**src/rtl/arb_pkg.sv**
```systemverilog
// Shared types and defaults for the arbiter request front end.
// Also imported by the bench so it sees the same TIMEOUT/MAX_GNT/PEND_W.
package arb_pkg;

    localparam int unsigned NUM_CLIENTS = 4;
    localparam int unsigned TIMEOUT     = 32;
    localparam int unsigned MAX_GNT     = 3;
    localparam int unsigned PEND_W      = 3;
    localparam int unsigned CNT_W       = $clog2(NUM_CLIENTS + 1);

    typedef enum logic [1:0] {
        StIdle,
        StReq,
        StGnt,
        StDrain
    } chan_state_e;

    function automatic logic [CNT_W-1:0] count_ones(input logic [NUM_CLIENTS-1:0] v);
        logic [CNT_W-1:0] n;
        n = '0;
        for (int i = 0; i < int'(NUM_CLIENTS); i++) begin
            n = n + CNT_W'(v[i]);
        end
        return n;
    endfunction

endpackage

```
**src/rtl/arb_req_chan.sv**
```systemverilog
// One client channel: pending-token counter, request/grant FSM,
// wait (timeout) and hold (overrun) counters.
module arb_req_chan
    import arb_pkg::*;
#(
    parameter int unsigned Timeout = TIMEOUT,
    parameter int unsigned MaxGnt  = MAX_GNT,
    parameter int unsigned PendW   = PEND_W
) (
    input  logic clock,
    input  logic rst,
    input  logic valid_i,
    output logic ready_o,
    input  logic gnt_i,
    output logic req_o,
    output logic done_o,
    output logic err_o,
    output logic idle_o
);

    localparam int unsigned WaitW = $clog2(Timeout + 1);
    localparam int unsigned HoldW = $clog2(MaxGnt + 1);

    localparam logic [PendW-1:0] PendMax   = {PendW{1'b1}};
    localparam logic [WaitW-1:0] WaitLast  = WaitW'(Timeout - 1);
    localparam logic [HoldW-1:0] HoldLimit = HoldW'(MaxGnt);

    chan_state_e      state_q, state_d;
    logic [PendW-1:0] pend_q, pend_d;
    logic [WaitW-1:0] wait_q, wait_d;
    logic [HoldW-1:0] hold_q, hold_d;
    logic             req_q, req_d;
    logic             done_q, done_d;
    logic             err_q, err_d;
    logic             inc, dec;

    always_ff @(posedge clock or posedge rst) begin
        if (rst) begin
            state_q <= StIdle;
            pend_q  <= '0;
            wait_q  <= '0;
            hold_q  <= '0;
            req_q   <= 1'b0;
            done_q  <= 1'b0;
            err_q   <= 1'b0;
        end else begin
            state_q <= state_d;
            pend_q  <= pend_d;
            wait_q  <= wait_d;
            hold_q  <= hold_d;
            req_q   <= req_d;
            done_q  <= done_d;
            err_q   <= err_d;
        end
    end

    always_comb begin
        state_d = state_q;
        wait_d  = wait_q;
        hold_d  = hold_q;
        done_d  = 1'b0;
        err_d   = 1'b0;
        dec     = 1'b0;
        unique case (state_q)
            StIdle: begin
                if (pend_q != '0) begin
                    state_d = StReq;
                    wait_d  = '0;
                end
            end
            StReq: begin
                if (gnt_i) begin
                    state_d = StGnt;
                    wait_d  = '0;
                    hold_d  = HoldW'(1);
                end else if (wait_q == WaitLast) begin
                    state_d = StIdle;
                    err_d   = 1'b1;
                    dec     = 1'b1;
                    wait_d  = '0;
                end else begin
                    wait_d = wait_q + WaitW'(1);
                end
            end
            StGnt: begin
                if (!gnt_i) begin
                    state_d = StIdle;
                    done_d  = 1'b1;
                    dec     = 1'b1;
                end else begin
                    hold_d = hold_q + HoldW'(1);
                    // Overrun: the token is retired now, DRAIN just waits out the grant.
                    if (hold_d == HoldLimit) begin
                        state_d = StDrain;
                        err_d   = 1'b1;
                        dec     = 1'b1;
                    end
                end
            end
            StDrain: begin
                if (!gnt_i) begin
                    state_d = StIdle;
                end
            end
            default: state_d = StIdle;
        endcase

        inc    = valid_i && (pend_q != PendMax);
        pend_d = pend_q;
        if (inc && !dec) begin
            pend_d = pend_q + PendW'(1);
        end else if (dec && !inc) begin
            pend_d = pend_q - PendW'(1);
        end
        req_d = (state_d == StReq);
    end

    always_comb begin
        ready_o = (pend_q != PendMax);
        idle_o  = (state_q == StIdle);
        req_o   = req_q;
        done_o  = done_q;
        err_o   = err_q;
    end

endmodule

```
**src/rtl/arb_req_ctrl.sv**
```systemverilog
// Request-side front end for the 4-client fixed-priority arbiter:
// four independent channels plus the sticky grant-protocol error flags.
module arb_req_ctrl
    import arb_pkg::*;
#(
    parameter int unsigned Timeout = TIMEOUT,
    parameter int unsigned MaxGnt  = MAX_GNT,
    parameter int unsigned PendW   = PEND_W
) (
    input  logic                   clock,
    input  logic                   rst,
    input  logic [NUM_CLIENTS-1:0] cli_valid_i,
    output logic [NUM_CLIENTS-1:0] cli_ready_o,
    output logic [NUM_CLIENTS-1:0] cli_done_o,
    output logic [NUM_CLIENTS-1:0] cli_err_o,
    output logic                   req1_o,
    output logic                   req2_o,
    output logic                   req3_o,
    output logic                   req4_o,
    input  logic                   gnt1_i,
    input  logic                   gnt2_i,
    input  logic                   gnt3_i,
    input  logic                   gnt4_i,
    output logic                   err_multi_o,
    output logic                   err_spur_o
);

    logic [NUM_CLIENTS-1:0] gnt;
    logic [NUM_CLIENTS-1:0] req;
    logic [NUM_CLIENTS-1:0] idle;
    logic                   err_multi_q, err_multi_d;
    logic                   err_spur_q, err_spur_d;

    assign gnt = {gnt4_i, gnt3_i, gnt2_i, gnt1_i};

    for (genvar i = 0; i < int'(NUM_CLIENTS); i++) begin : gen_chan
        arb_req_chan #(
            .Timeout (Timeout),
            .MaxGnt  (MaxGnt),
            .PendW   (PendW)
        ) u_chan (
            .clock   (clock),
            .rst     (rst),
            .valid_i (cli_valid_i[i]),
            .ready_o (cli_ready_o[i]),
            .gnt_i   (gnt[i]),
            .req_o   (req[i]),
            .done_o  (cli_done_o[i]),
            .err_o   (cli_err_o[i]),
            .idle_o  (idle[i])
        );
    end

    assign req1_o = req[0];
    assign req2_o = req[1];
    assign req3_o = req[2];
    assign req4_o = req[3];

    always_comb begin
        err_multi_d = err_multi_q | (count_ones(gnt) > CNT_W'(1));
        err_spur_d  = err_spur_q | (|(gnt & idle));
    end

    // Sticky until reset; the clients decide what to do about a misbehaving arbiter.
    always_ff @(posedge clock or posedge rst) begin
        if (rst) begin
            err_multi_q <= 1'b0;
            err_spur_q  <= 1'b0;
        end else begin
            err_multi_q <= err_multi_d;
            err_spur_q  <= err_spur_d;
        end
    end

    assign err_multi_o = err_multi_q;
    assign err_spur_o  = err_spur_q;

endmodule

```
**config.mk**
```make
export PLATFORM = sky130hd
export DESIGN_NAME = arb_req_ctrl
export DESIGN_NICKNAME = d
export VERILOG_FILES = /design/src/rtl/arb_pkg.sv /design/src/rtl/arb_req_chan.sv /design/src/rtl/arb_req_ctrl.sv
export SDC_FILE = /design/constraint.sdc
export NUM_CORES = 1
export LEC_CHECK = 0
export BUFFER_PORTS_ARGS = -buffer_cell sky130_fd_sc_hd__buf_4
export CAP_MARGIN = 25
export CORE_MARGIN = 4
export CORE_UTILIZATION = 45
export CTS_BUF_LIST = sky130_fd_sc_hd__clkbuf_8 sky130_fd_sc_hd__clkbuf_16
export DETAILED_ROUTE_END_ITERATION = 10
export SYNTH_ARGS = -nofsm -noshare
export SYNTH_HDL_FRONTEND = slang
export SYNTH_SLANG_ARGS = --single-unit
```
**constraint.sdc**
```tcl
create_clock -name clock -period 2.9 [get_ports clock]
set_input_delay 0.435 -clock clock [delete_from_list [all_inputs] [get_ports clock]]
set_output_delay 0.435 -clock clock [all_outputs]
set_load 0.005 [all_outputs]
```
==> results.py <==
metrics = {
    "finish": {
        "fin_nets": 455,
        "drive_above_1_share_pct": 13.8,
        "final_cell_area_um2": 4340,
        "final_cell_mix": "dfrtp_1 (66), o21ai_0 (39), nand2_1 (31), ha_1 (31), buf_4 (27)",
        "antenna_cells": 0,
        "layout_commonest_cell": "dfrtp_1",
        "area_growth_pct": 11.8,
    },
    "detailed_routing": {
        "drt-initial-drc-count": 98,
        "drt-vias-per-instance": 5.39,
        "wirelength_um": 7200,
        "post_drt_wl_per_cell_um": 13.9,
        "drt-pass1-iter-count": 6,
        "num_vias": 2796,
        "route.detailed.drc": 0,
        "ant_nets": 0,
    },
    "placed_design": {
        "io_buffers": 27,
        "post_dp_cell_area_um2": 4110,
        "dp_hpwl_um": 5320,
        "place_congestion": 0.821,
    },
    "cts": {
        "post_cts_buffers": 0,
        "clkTransAtPathRegs_ns": 0.08,
        "clock-root-buffer": "clkbuf_8",
        "clock-sinks": 66,
        "cts_resized": 0,
        "ctsHtreeMaxLevel": 3,
        "clkLatencyLatePin_ns": 0.35,
        "cts_hold_buffers": 0,
        "cts_tree": "yes",
        "cts-buffers-inserted": 9,
        "clockBufferDepth": 2,
    },
    "critical_path": {
        "critPathCaptureType": "flop",
        "arrival_ns": 2.82,
        "worstPathRequired_ns": 3.14,
        "slowest_stage": "or4_1",
        "max_stage_delay_ns": 0.45,
        "crit_fanout": 6,
        "startpoint_type": "flop",
        "cp_cell_sequence": "inv_1 > ha_1 > nand2b_1 > or4_1 > a21bo_1 > ha_1 > inv_1 > fa_1 > mux2_2",
        "crit_type": "reg -> reg",
    },
    "global_route": {
        "antenna_found_initial": 0,
        "gr-usage-all-layers_pct": 15.5,
        "grt_max_degree": 35,
        "grt_pass1_wl_um": 12600,
        "grt_pass1_vias": 2853,
        "grt_overflow": 0,
    },
    "yosys": {
        "synth_nets": 434,
        "ys_seq_elements": 66,
        "async_flop_share_pct": 100,
        "syn_inst": 388,
        "synthFlopType": "dfrtp_1",
        "avgSynthCellArea_um2": 10.0,
        "ys_seq_area_share_pct": 42.6,
        "netlist_area_um2": 3880,
        "synth_enable_flop_cells": 0,
        "yosysWarnings": 0,
        "synth_cell_types": 56,
    },
    "min_path": {
        "hp-class": "in -> async",
    },
    "timing": {
        "post-route-period-util_pct": 88.9,
        "fin_skew_ns": 0.0147,
        "grt_setup_unrepaired": "false",
        "finalHoldViolations": 0,
        "fmax_mhz": 388,
        "period_needed_ns": 2.58,
        "relSlewSlack_pct": 50.8,
        "fin_tns_setup_ns": 0,
        "slew_viol_final": 0,
        "tightest_slew_ns": 0.737,
        "finalSetupViolations": 0,
    },
    "run_status": {
        "status": "complete, no violations",
    },
    "power_and_ir_drop": {
        "p_leak_nw": 1.98,
        "power.density_nw_per_um2": 917,
        "ir_drop_uv": 355,
    },
    "die": {
        "dieWidth_um": 101,
        "top_level_ports": 28,
        "dieArea_um2": 10200,
        "row_count": 33,
        "coreArea_um2": 8300,
        "start_util_pct": 46.8,
        "die_y_um": 101,
    },
    "run": {
        "cap_violations": 0,
    },
}
==> flip-flops by register name, indices dropped and copies added, names as in the netlist <==
signal and count:
gen_chan.u_chan.pend_q 12, gen_chan.u_chan.wait_q 24, gen_chan.u_chan.err_o 4, err_spur_o 1, err_multi_o 1, gen_chan.u_chan.done_o 4, gen_chan.u_chan.req_o 4, gen_chan.u_chan.state_q 8
gen_chan.u_chan.hold_q 8
==> cell type report <==
type                    instances  area (um^2)
clock buffers                  10          138
clock inverters                 6         90.1
fillers                       755         3960
inverters                      23         86.3
multi-input cells             281         2020
flip-flops and latches         66         1650
well taps                     105          131
repair buffers                 28          223
==> report_power, final <==
group	switching, mW	internal [mW]	total [mW]	leakage, nW
clock network	0.375	0.509	0.884	0.112
logic	0.895	0.743	1.64	1.02
registers	0.263	1.19	1.45	0.850
==> cell families (layout without fill, tap and decap cells) <==
logic type | Yosys count | in the layout | synth area share [%]
DFF | 66 | 66 | 42.6
muxes | 4 | 4 | 1.16
and+or+nand+nor | 115 | 115 | 15.8
xor gates and xnor gates | 12 | 12 | 2.71
AOI/OAI and AO/OA | 114 | 114 | 19.7
buffers and inverters | 41 | 67 | 5.42
adders and majority gates | 36 | 36 | 12.6
==> through the flow <==
stage               std cells  hold slack, ns  util, %  worst slack, ns  power [mW]
global placement          503           0.466     49.5            0.434        3.06
finish                    519           0.221     52.3            0.322        3.98
CTS                       519           0.241     52.3            0.327        4.02
floorplan                 388           0.454        -            0.507        2.72
global route              519           0.287     52.3            0.123        4.33
detailed placement        503           0.468     49.5            0.351        3.11
==> final timing paths <==
path / from / slack, ns / cells after the start / to
hold reg to reg: err_spur_o / 0.48 / 2 / err_spur_o
hold / removal: rst / 0.22 / 2 / gen_chan[2].u_chan.state_q[1]
max in group asynchronous: rst / 2.05 / 3 / gen_chan[0].u_chan.wait_q[4]
setup / recovery: gen_chan[3].u_chan.state_q[1] / 0.32 / 9 / gen_chan[3].u_chan.pend_q[1]
min in group clock: gnt4_i / 0.31 / 2 / gen_chan[3].u_chan.done_o
setup reg to reg: gen_chan[3].u_chan.state_q[1] / 0.32 / 9 / gen_chan[3].u_chan.pend_q[1]
==> cell usage after synthesis (8+ instances only) <==
cell type,count,share of area [%]
a21oi_1,12,1.5
buf_4,14,2.7
dfrtp_1,66,43
ha_1,31,10
inv_1,23,2.2
nand2_1,31,3.0
nand2b_1,12,1.9
nand3_1,11,1.4
nor2_1,19,1.8
nor2b_1,9,1.5
o21a_1,9,1.7
o21ai_0,39,5.0
xor2_1,8,1.8
==> critical path, delay by kind of cell, from the launching register on <==
family	cells	cell delay (ns)
adder cells (fa/ha/maj)	3	0.82
AND/OR/NAND/NOR	2	0.57
flip-flops	1	0.44
multiplexers	1	0.27
AO/OA/AOI/OAI	1	0.19
buffers and inverters	2	0.18
==> metal layers <==
layer,up-vias,GRT usage (%),part of all wire (%)
met5,-,0,0
met4,0,7.25,2.3
met3,13,3.11,2.8
met2,33,25.3,45
met1,1337,19.6,49
li1,1413,-,-
Note: power is estimated with default switching activity, not from simulation.
